[config.mk]
export PLATFORM = sky130hd
export DESIGN_NAME = watchdog_timer
export DESIGN_NICKNAME = d
export VERILOG_FILES = /design/src/rtl/wdt_pkg.sv /design/src/rtl/watchdog_timer.sv
export SDC_FILE = /design/constraint.sdc
export NUM_CORES = 1
export LEC_CHECK = 0
export ABC_AREA = 1
export BUFFER_PORTS_ARGS = -buffer_cell sky130_fd_sc_hd__buf_2
export CAP_MARGIN = 0
export CORE_UTILIZATION = 55
export CTS_BUF_LIST = sky130_fd_sc_hd__clkbuf_8
export CTS_CLUSTER_SIZE = 10
export DETAILED_ROUTE_END_ITERATION = 10
export PLACE_DENSITY_LB_ADDON = 0.15
export SYNTH_ARGS = -nofsm -noshare
export SYNTH_HDL_FRONTEND = slang
export SYNTH_SLANG_ARGS = --single-unit
[constraint.sdc]
create_clock -name clk -period 2.8 [get_ports clk]
set_clock_uncertainty 0.15 [all_clocks]
set_input_delay 0.14 -clock clk [delete_from_list [all_inputs] [get_ports clk]]
set_output_delay 0.14 -clock clk [all_outputs]
set_load 0.1 [all_outputs]
[src/rtl/wdt_pkg.sv]
// Shared constants and helpers for the liveness watchdog.
package wdt_pkg;

    // Width of the cycle counter and of its status readback.
    localparam int unsigned CntWidth = 32;

    // Defaults: 1 s timeout with a warning at 0.75 s, assuming a 125 MHz clock.
    localparam int unsigned DefaultTimeoutCycles = 32'd125_000_000;
    localparam int unsigned DefaultWarningCycles = 32'd93_750_000;

    // Increment with a carry bit, so the add can never silently wrap.
    function automatic logic [CntWidth:0] cnt_inc(input logic [CntWidth-1:0] cnt);
        return {1'b0, cnt} + {{CntWidth{1'b0}}, 1'b1};
    endfunction

endpackage

[src/rtl/watchdog_timer.sv]
// Liveness watchdog: counts cycles since the last heartbeat, raises an early
// warning and then a latched timeout fault that downstream logic uses to safe
// the RF output.
module watchdog_timer
    import wdt_pkg::*;
#(
    parameter int unsigned TIMEOUT_CYCLES = DefaultTimeoutCycles,
    parameter int unsigned WARNING_CYCLES = DefaultWarningCycles
) (
    input  logic                clk,
    input  logic                rstn,
    input  logic                heartbeat,
    input  logic                force_reset,
    input  logic                enable,
    output logic                triggered,
    output logic                warning,
    output logic [CntWidth-1:0] counter
);

    localparam logic [CntWidth:0] TimeoutExt = (CntWidth + 1)'(TIMEOUT_CYCLES);
    localparam logic [CntWidth:0] WarningExt = (CntWidth + 1)'(WARNING_CYCLES);

    logic [CntWidth-1:0] counter_q, counter_d;
    logic                warning_q, warning_d;
    logic                triggered_q, triggered_d;
    logic [CntWidth:0]   cnt_next;

    assign cnt_next = cnt_inc(counter_q);

    // Next-state: clear > disarm > heartbeat > saturate when faulted > count.
    always_comb begin
        counter_d   = counter_q;
        warning_d   = warning_q;
        triggered_d = triggered_q;

        if (force_reset || !enable) begin
            counter_d   = '0;
            warning_d   = 1'b0;
            triggered_d = 1'b0;
        end else if (heartbeat) begin
            // A heartbeat never clears a latched fault. The warning stays up
            // alongside a held fault so that triggered always implies warning.
            counter_d   = '0;
            warning_d   = triggered_q;
        end else if (triggered_q) begin
            warning_d   = 1'b1;
        end else begin
            counter_d   = cnt_next[CntWidth-1:0];
            warning_d   = warning_q || (cnt_next >= WarningExt);
            triggered_d = (cnt_next == TimeoutExt);
        end
    end

    // State registers with asynchronous active-low clear.
    always_ff @(posedge clk or negedge rstn) begin
        if (!rstn) begin
            counter_q   <= '0;
            warning_q   <= 1'b0;
            triggered_q <= 1'b0;
        end else begin
            counter_q   <= counter_d;
            warning_q   <= warning_d;
            triggered_q <= triggered_d;
        end
    end

    assign counter   = counter_q;
    assign warning   = warning_q;
    assign triggered = triggered_q;

`ifdef FORMAL
    // Shadow run length of consecutive armed, heartbeat-free cycles.
    logic [CntWidth:0] run_q;

    // Track how long the watchdog has gone unfed while armed.
    always_ff @(posedge clk or negedge rstn) begin
        if (!rstn) begin
            run_q <= '0;
        end else if (force_reset || !enable || heartbeat) begin
            run_q <= '0;
        end else if (run_q < TimeoutExt) begin
            run_q <= run_q + 1'b1;
        end
    end

    a_trig_implies_warn: assert property (@(posedge clk) disable iff (!rstn)
        triggered_q |-> warning_q);
    a_cnt_bounded: assert property (@(posedge clk) disable iff (!rstn)
        {1'b0, counter_q} <= TimeoutExt);
    a_trig_needs_run: assert property (@(posedge clk) disable iff (!rstn)
        $rose(triggered_q) |-> run_q == TimeoutExt);
    a_clear_next: assert property (@(posedge clk) disable iff (!rstn)
        (force_reset || !enable) |=> (counter_q == '0 && !warning_q && !triggered_q));
    c_trig_then_clear: cover property (@(posedge clk)
        triggered_q ##[1:$] (!rstn || !enable));
`endif

endmodule

==> impl_metrics.py, run 1 <==
metrics = {
    "timing": {
        "setup_tns_ps": 0,
        "max_freq_mhz": 437,
        "hold_ws_ps": 19.5,
        "finalSetupViolCount": 0,
        "slew_headroom_pct": 43.4,
        "period_minus_slack_ps": 2290,
        "fin_crit_sh_pct": 81.8,
        "hold_viol": 0,
        "drv_slew": 0,
        "worst_pin_slew_ps": 849,
        "layout_setup_ws_ps": 511,
        "rsz0062_at_grt": "no",
    },
    "grt": {
        "grt_max_degree": 35,
        "track_usage_pct": 31.0,
        "grt_overflow": 0,
        "grt_pass1_vias": 2487,
        "grt_first_pass_wirelength_um": 11800,
        "antenna_found_initial": 0,
    },
    "critical_path": {
        "crit_type": "reg2reg",
        "crit_top_cell": "nand2_1",
        "max_stage_delay_ps": 420,
        "critPathRequiredTime_ps": 2840,
        "cp-end-kind": "flip-flop",
        "start_kind": "flip-flop",
        "crit_chain": "ha_1 > nand2_2 > nor2_4 > inv_1 > nor2_2 > nand2_1 > nand2_1 > nand2_1 > inv_2 > nand2_4 > nor2_4 > nand2_1 > a21oi_1 > nand3_1 > nand2_1 > nand2_1",
        "r2r_start": "counter[0]$_DFFE_PN0P_",
        "critPathLaunch": "counter[0]$_DFFE_PN0P_",
        "crit_arrival_ps": 2330,
        "cp_max_fo": 5,
        "slowest_stage": "dfrtp_1",
    },
    "layout": {
        "stdcell_area_mm2": 0.00299,
        "synthToLayoutAreaGrowth_pct": 13.4,
        "fill_cells": 435,
        "final_cells": 502,
        "final_cell_mix": "nand2_1, inv_1, nor2_1, buf_2, dfrtp_1",
        "final_common_cell": "nand2_1",
        "seqCellArea_um2": 852,
        "fin_util_pct": 66.9,
        "antenna_cells": 0,
        "nets": 456,
        "multi_input_area_mm2": 0.00154,
        "drive_gt1_share_pct": 20.4,
    },
    "place": {
        "dp_hpwl_um": 5600,
        "dpl_cell_area_mm2": 0.00288,
        "placedCellCount": 492,
        "pre_cts_ws_ps": 521,
        "portBuffers": 38,
        "place_congestion": 0.953,
    },
    "drt": {
        "drc": 3,
        "via_per_inst": 5.42,
        "ant_nets": 0,
        "drt-initial-drc-count": 213,
        "vias": 2723,
        "drt_wl_total_um": 7210,
        "detail_route.wl_per_cell_um": 14.4,
        "first_pass_iters": 9,
    },
    "die": {
        "die_w_um": 71.3,
        "coreArea_mm2": 0.00447,
        "initial_core_util_pct": 59.0,
        "dieArea_mm2": 0.00508,
        "dieHeight_um": 71.3,
        "rows": 24,
        "io-pin-count": 39,
    },
    "yosys": {
        "synthCells": 407,
        "syn_area_mm2": 0.00264,
        "synthesis.nets": 414,
        "avgSynthCellArea_um2": 6.48,
        "ys_seq_area_share_pct": 32.2,
        "ys_types": 29,
        "ys.warnings.count": 0,
        "ys_ff_latch": 34,
    },
    "clocking": {
        "cts_setup_buffers": 0,
        "htree_num_levels": 2,
        "cts.clk_slew.worst_paths_ps": 70,
        "clock_path_buffers": 2,
        "numCtsBuffers": 5,
        "cts_sinks": 34,
        "clkLatencyLatePin_ps": 300,
        "cts_tree": "done",
        "cts_root_buffer": "clkbuf_8",
    },
    "power": {
        "power_uw": 907,
        "powerDensity_mw_per_mm2": 303,
        "ir_drop_uv": 239,
        "power_leakage_nw": 1.39,
    },
    "min_path": {
        "min_from": "heartbeat",
        "min_path_type": "in2reg",
    },
    "flow_run": {
        "cap_viol_max_count": 0,
    },
    "status": {
        "violations": "DRC",
        "status": "finished, violations left",
    },
}
-- final cells by class --
cell class / count / share of cell area, %
sequential: 34 / 28.5
timing repair buffer: 41 / 7.28
multi-input combinational: 306 / 51.4
inverter: 61 / 7.65
clock buffer: 6 / 2.76
tap: 52 / 2.17
clock inverter: 2 / 0.293
-- critical path: cells and delay by family (launching register included) --
family	cells	cell delay [ps]
AOI/OAI and AO/OA	1	100
adders and majority gates	1	220
buffers and inverters	2	170
DFF	1	420
and+or+nand+nor	12	1120
-- synthesized netlist by cell type --
master    count  share of area [%]
nand2_2       9                2.1
nor3_2        1               0.38
xor2_1        4                1.3
o21ai_0      11                2.1
nand3b_1      1               0.28
nor2_1       47                6.7
nor2_4       10                4.3
nor4_1        1               0.24
nand2_4       4                1.7
nor4_2        1               0.47
clkbuf_1      4               0.57
inv_1        54                7.7
nand4_1       2               0.47
inv_2         7                1.0
nand2_1     138                 20
or2_2         1               0.24
nor2_8        2                1.5
xnor2_1       1               0.33
dfrtp_1      34                 32
buf_1         2               0.28
o22ai_1      23                5.5
a21oi_1       3               0.57
ha_1          2               0.95
nand3_1      30                5.7
o21bai_1      1               0.28
nor2_2        9                2.1
nor3_1        2               0.38
o21ai_1       2               0.38
xor2_2        1               0.62
-- final timing paths --
check	end	slack, ps	cells past startpoint
min	warning$_DFF_PN0_	20	4
max in group asynchronous	counter[1]$_DFFE_PN0P_	1680	2
min reg2reg	warning$_DFF_PN0_	440	4
min in group asynchronous	counter[12]$_DFFE_PN0P_	300	2
max	warning$_DFF_PN0_	510	16
max reg2reg	warning$_DFF_PN0_	510	16
-- cells by family after synthesis --
logic type | Yosys count | share of synthesized area [%]
simple gates | 258 | 46.2
buf+inv | 67 | 9.53
compound gates | 40 | 8.77
flops | 34 | 32.2
xor+xnor | 6 | 2.28
fa+ha+maj | 2 | 0.948
-- what timing repair did --
item | 4_1_cts | 5_1_grt
endpoints found under the hold margin | 36 | 0
resized for setup | 0 | 0
hold buffers | 2 | 0
-- metal layers --
metal / part of all wire (%) / GRT usage (%) / vias up
met5: 0 / 0 / -
met4: 1.4 / 9.11 / 0
met3: 7.7 / 6.47 / 9
met2: 46 / 50.1 / 108
met1: 45 / 42.2 / 1236
li1: - / - / 1370
-- flip-flops by register name (all words and copies together), names as in the netlist --
name and flops:
counter 32, triggered 1, warning 1
-- where the power goes --
| group | switching, mW | internal (mW) |
|---|---|---|
| logic | 0.0261 | 0.00769 |
| clock network | 0.185 | 0.195 |
| registers | 0.00108 | 0.492 |
| total | 0.212 | 0.694 |
(Power assumes the default switching activity.)
==> inputs of run 2 (changes only) <==
==> constraint.sdc (replaced) <==
create_clock -name clk -period 2.2 [get_ports clk]
set_clock_uncertainty 0.15 [all_clocks]
set_input_delay 0.11 -clock clk [delete_from_list [all_inputs] [get_ports clk]]
set_output_delay 0.11 -clock clk [all_outputs]
set_load 0.1 [all_outputs]
==> impl_metrics.py, run 2 (synthesis results as in run 1) <==
metrics = {
    "drt": {
        "vias": 2847,
        "first_pass_iters": 8,
        "detail_route.wl_per_cell_um": 15.6,
        "drt_wl_total_um": 8040,
        "drt-initial-drc-count": 318,
        "ant_nets": 0,
        "drc": 2,
        "via_per_inst": 5.53,
    },
    "layout": {
        "largest_register_ffs": 32,
        "final_cell_mix": "nand2_1, inv_1, nor2_1, buf_2, nand3_1",
        "seqCellArea_um2": 921,
        "nets": 469,
        "fill_cells": 363,
        "drive_gt1_share_pct": 32.0,
        "synthToLayoutAreaGrowth_pct": 23.3,
        "antenna_cells": 0,
        "multi_input_area_mm2": 0.00162,
        "final_common_cell": "nand2_1",
    },
    "grt": {
        "grt_first_pass_wirelength_um": 13000,
        "grt_max_degree": 35,
        "grt_overflow": 0,
        "grt_pass1_vias": 2726,
        "antenna_found_initial": 0,
        "track_usage_pct": 33.5,
    },
    "power": {
        "comb_power_share_pct": 3.8,
        "switching_share_pct": 22.1,
        "power_switching_uw": 274,
        "intPower_uw": 967,
        "powerDensity_mw_per_mm2": 381,
        "pwr-share-clk_pct": 45.7,
        "power_leakage_nw": 1.42,
        "ir_drop_uv": 237,
        "p_seq_share_pct": 50.6,
    },
    "critical_path": {
        "r2r-end": "warning$_DFF_PN0_",
        "start_kind": "flip-flop",
        "r2r_start": "counter[0]$_DFFE_PN0P_",
        "crit_type": "reg2reg",
        "crit_arrival_ps": 2270,
        "critPathRequiredTime_ps": 2280,
        "critPathLaunch": "counter[0]$_DFFE_PN0P_",
        "r2r_slack_ps": 10,
        "worstRegToRegCells": 16,
        "cp-end-kind": "flip-flop",
        "cp_max_fo": 5,
    },
    "timing": {
        "worst_pin_slew_ps": 851,
        "hold_ws_ps": 49.2,
        "period_minus_slack_ps": 2190,
        "hold_viol": 0,
        "slew_headroom_pct": 43.2,
        "finalSetupViolCount": 0,
        "layout_setup_ws_ps": 10.7,
        "max_freq_mhz": 457,
        "fin_crit_sh_pct": 99.5,
        "drv_slew": 0,
        "rsz0062_at_grt": "yes",
    },
    "min_path": {
        "min_from": "enable",
        "hold_end": "triggered$_DFFE_PN0P_",
        "min_path_type": "in2reg",
        "worstHoldPathCells": 5,
    },
    "place": {
        "place_congestion": 0.932,
        "pre_cts_ws_ps": -11.3,
        "dp_hpwl_um": 6110,
        "portBuffers": 38,
    },
    "clocking": {
        "cts_sinks": 34,
        "cts_tree": "done",
        "numCtsBuffers": 5,
        "clock_path_buffers": 2,
        "clkLatencyLatePin_ps": 290,
        "cts_root_buffer": "clkbuf_8",
        "htree_num_levels": 2,
        "cts.clk_slew.worst_paths_ps": 70,
    },
    "die": {
        "rows": 24,
        "initial_core_util_pct": 59.0,
        "dieArea_mm2": 0.00508,
        "io-pin-count": 39,
        "dieHeight_um": 71.3,
        "die_w_um": 71.3,
        "coreArea_mm2": 0.00447,
    },
    "flow_run": {
        "cap_viol_max_count": 0,
    },
    "status": {
        "violations": "DRC",
        "status": "finished, violations left",
    },
}
## run 2: changes by cell type in the layout (fill, tap and decap cells not counted), sizes merged
cell         delta
dlygate4sd3     +1
inv             +1
clkbuf          -1
bufinv          +1
clkinv          -1
buf            +12
## run 2: worst max path at each step
| stage | to | slack [ps] | cells past startpoint |
|---|---|---|---|
| after global placement | warning$_DFF_PN0_ | -20 | 15 |
| after CTS | warning$_DFF_PN0_ | 0.8 | 16 |
| after detailed placement | warning$_DFF_PN0_ | -10 | 15 |
| after global routing | warning$_DFF_PN0_ | -110 | 16 |
| final | warning$_DFF_PN0_ | 10 | 16 |
| after floorplan | warning$_DFF_PN0_ | -4 | 16 |
## run 2: what timing repair did
item | 4_1_cts | 5_1_grt
pin swaps | 0 | 14
gates resized for setup | 1 | 15
buffers inserted | 0 | 8
endpoints found under the setup margin | 1 | 2
hold endpoints to repair | 36 | 0
cloned | 0 | 0
hold buffers | 3 | 0
## run 2: layout make-up
cell class              count  area share [%]
flip-flops and latches     34            28.3
inverters                  61            7.04
clock buffers               5            2.11
well taps                  52            2.00
repair buffers             54            9.77
clock inverters             3            1.15
multi-input cells         306            49.6
## run 2: metal layers
metal  track usage, %  part of all wire [%]  up-vias
met3             5.77                   8.4       22
met2             52.0                    45      139
li1                 -                     -     1388
met1             46.4                    44     1298
met5                0                     0        -
met4             14.0                   2.6        0
## run 2: worst max-delay path, stage by stage, from the launching register on
cell and delay (ps):
dfrtp_4 450, ha_4 150, nand2_4 60, nor2_4 160, inv_2 80, nor2_4 170, buf_4 140, nand2_1 40
nand2_1 130, nor2_1 60, nand3_1 140, nand2_1 70, nand2_1 90, nand3_1 70, nand3_1 80, nand2_1 50
nand2_1 60
## run 2: power groups by stage
| stage | logic [mW] | registers [mW] | clock network [mW] |
|---|---|---|---|
| after detailed placement | 0.0429 | 0.640 | 0 |
| after floorplan | 0.0123 | 0.647 | 0 |
| final | 0.0470 | 0.627 | 0.567 |
| after CTS | 0.0469 | 0.627 | 0.571 |
| after global placement | 0.0415 | 0.640 | 0 |
| after global routing | 0.0516 | 0.627 | 0.592 |
## run 2: metrics by stage
step	instance area (µm²)	utilization (%)	TNS, ps	power, mW	instances
2_1_floorplan	2730	-	-4.38	0.659	407
6_report	3250	72.7	0	1.24	515
3_5_place_dp	3000	67.0	-11.3	0.683	496
5_1_grt	3250	72.7	-163	1.27	515
4_1_cts	3140	70.1	0	1.24	507
3_3_place_gp	3000	67.0	-15.6	0.682	496
==> inputs of run 3 (changes only) <==
--- a/config.mk
+++ b/config.mk
@@ -6,12 +6,12 @@
 export NUM_CORES = 1
 export LEC_CHECK = 0
 export ABC_AREA = 1
-export BUFFER_PORTS_ARGS = -buffer_cell sky130_fd_sc_hd__buf_2
 export CAP_MARGIN = 0
 export CORE_UTILIZATION = 55
 export CTS_BUF_LIST = sky130_fd_sc_hd__clkbuf_8
 export CTS_CLUSTER_SIZE = 10
 export DETAILED_ROUTE_END_ITERATION = 10
+export DONT_BUFFER_PORTS = 1
 export PLACE_DENSITY_LB_ADDON = 0.15
 export SYNTH_ARGS = -nofsm -noshare
 export SYNTH_HDL_FRONTEND = slang
==> constraint.sdc (replaced) <==
create_clock -name clk -period 2.4 [get_ports clk]
set_clock_uncertainty 0.15 [all_clocks]
set_input_delay 0.12 -clock clk [delete_from_list [all_inputs] [get_ports clk]]
set_output_delay 0.12 -clock clk [all_outputs]
set_load 0.1 [all_outputs]
==> impl_metrics.py, run 3 (synthesis results as in run 1) <==
metrics = {
    "grt": {
        "grt_max_degree": 35,
        "grt_first_pass_wirelength_um": 12200,
        "grt_pass1_vias": 2530,
        "grt_overflow": 0,
        "gr-usage-met2_pct": 48.5,
        "grtUsageMet1_pct": 45.6,
        "antenna_found_initial": 0,
        "track_usage_pct": 31.4,
        "busiest_layer": "met2",
        "grtUsageMet3_pct": 5.06,
    },
    "layout": {
        "synthToLayoutAreaGrowth_pct": 19.8,
        "fill_cells": 378,
        "largest_register_ffs": 32,
        "antenna_cells": 0,
        "final_common_cell": "nand2_1",
        "nets": 458,
        "final_cell_mix": "nand2_1, inv_1, nor2_1, buf_4, nand3_1",
        "drive_gt1_share_pct": 25.9,
    },
    "die": {
        "coreArea_mm2": 0.00447,
        "dieHeight_um": 71.3,
        "dieArea_mm2": 0.00508,
        "initial_core_util_pct": 59.0,
        "io-pin-count": 39,
        "rows": 24,
        "die_w_um": 71.3,
    },
    "timing": {
        "worst_pin_slew_ps": 820,
        "hold_ws_ps": 33.5,
        "drv_slew": 0,
        "finalSetupViolCount": 0,
        "slew_headroom_pct": 45.3,
        "max_freq_mhz": 428,
        "setup_tns_ps": 0,
        "period_minus_slack_ps": 2340,
        "fin_crit_sh_pct": 97.3,
        "hold_viol": 0,
        "rsz0062_at_grt": "yes",
    },
    "power": {
        "power_leakage_nw": 1.36,
        "powerDensity_mw_per_mm2": 338,
        "ir_drop_uv": 194,
    },
    "clocking": {
        "cts_tree": "done",
        "clkLatencyLatePin_ps": 300,
        "cts_root_buffer": "clkbuf_8",
        "cts_sinks": 34,
        "numCtsBuffers": 5,
        "htree_num_levels": 2,
        "clock_path_buffers": 2,
        "cts.clk_slew.worst_paths_ps": 80,
    },
    "status": {
        "status": "finished, violations left",
        "violations": "DRC",
    },
    "critical_path": {
        "start_kind": "input pin",
        "cp_max_fo": 32,
        "cp-end-kind": "flip-flop",
        "crit_type": "in2reg",
        "slowest_stage": "dlygate4sd3_1",
        "max_stage_delay_ps": 570,
        "crit_arrival_ps": 2360,
        "critPathRequiredTime_ps": 2420,
        "crit_top_cell": "dlygate4sd3_1",
        "crit_chain": "dlygate4sd3_1 > nor2_1 > dlygate4sd3_1 > nand2_1 > or2_2 > o22ai_1",
    },
    "place": {
        "portBuffers": 0,
        "place_congestion": 0.906,
        "dp_hpwl_um": 5680,
    },
    "flow_run": {
        "cap_viol_max_count": 0,
    },
    "drt": {
        "via_per_inst": 5.45,
        "drt_wl_total_um": 7400,
        "ant_nets": 0,
        "vias": 2749,
        "detail_route.wl_per_cell_um": 14.7,
        "first_pass_iters": 8,
        "drc": 1,
        "drt-initial-drc-count": 283,
    },
    "min_path": {
        "min_path_type": "in2reg",
    },
}
run 3: cell count changes in the layout (fill, tap and decap cells not counted), moves of 2 or more:
cell,previous run,this run
dfrtp_2,20,23
nor2_1,41,47
nor2_4,14,10
buf_2,38,0
inv_2,9,7
dfrtp_1,2,9
buf_4,13,38
dfrtp_4,12,2
nor2_2,11,9
run 3: critical path, delay by kind of cell:
kind                   cells  cell delay, ps
buffers and inverters      2            1120
AOI/OAI and AO/OA          1             340
and+or+nand+nor            3             760
run 3: worst paths after layout:
check                                            start                       to  slack, ps  depth (start not counted)
worst max register to register  counter[1]$_DFFE_PN0P_    triggered$_DFFE_PN0P_        180                         13
worst min register to register   triggered$_DFFE_PN0P_    triggered$_DFFE_PN0P_        440                          2
worst max-delay path                       force_reset  counter[15]$_DFFE_PN0P_         60                          6
worst min-delay path                         heartbeat   counter[1]$_DFFE_PN0P_         30                          4
min in group asynchronous                         rstn   counter[6]$_DFFE_PN0P_        130                          2
max in group asynchronous                         rstn   counter[1]$_DFFE_PN0P_       1770                          2
run 3: power by group:
| part | switching [mW] | internal (mW) |
|---|---|---|
| Clock | 0.223 | 0.227 |
| Combinational | 0.0317 | 0.0129 |
| Sequential | 0.000796 | 0.574 |
| Total | 0.256 | 0.814 |
run 3: final cells by class:
type                            count  area, µm²  share of cell area, %
Clock inverter                      2       8.76                  0.277
Sequential cell                    34        887                   28.1
Multi-Input combinational cell    306       1540                   48.8
Tap cell                           52       65.1                   2.06
Inverter                           61        229                   7.24
Timing Repair Buffer               43        345                   10.9
Clock buffer                        6       82.6                   2.61
run 3: what timing repair did:
| item | in CTS | in global routing |
|---|---|---|
| gates resized for setup | 0 | 1 |
| hold buffers | 5 | 0 |
| endpoints found under the setup margin | 0 | 3 |
| hold endpoints to repair | 36 | 0 |
| setup buffers | 0 | 2 |
run 3: stage by stage:
| step | instance area [µm²] | total power [mW] | util (%) | setup WS (ps) | std cells |
|---|---|---|---|---|---|
| 2_1_floorplan | 2680 | 0.604 | - | 0.482 | 407 |
| 3_3_place_gp | 2990 | 0.609 | 66.8 | 172 | 489 |
| 3_5_place_dp | 2990 | 0.610 | 66.8 | 151 | 489 |
| 4_1_cts | 3140 | 1.07 | 70.2 | 129 | 502 |
| 5_1_grt | 3160 | 1.09 | 70.6 | -18.7 | 504 |
| 6_report | 3160 | 1.07 | 70.6 | 64.4 | 504 |
run 3: per-layer routing:
layer | vias up | wire length (µm) | part of all wire (%)
met5 | - | 0 | 0
met4 | 0 | 142 | 1.9
met3 | 13 | 595 | 8.0
met2 | 133 | 3330 | 45
met1 | 1234 | 3340 | 45
li1 | 1369 | - | -
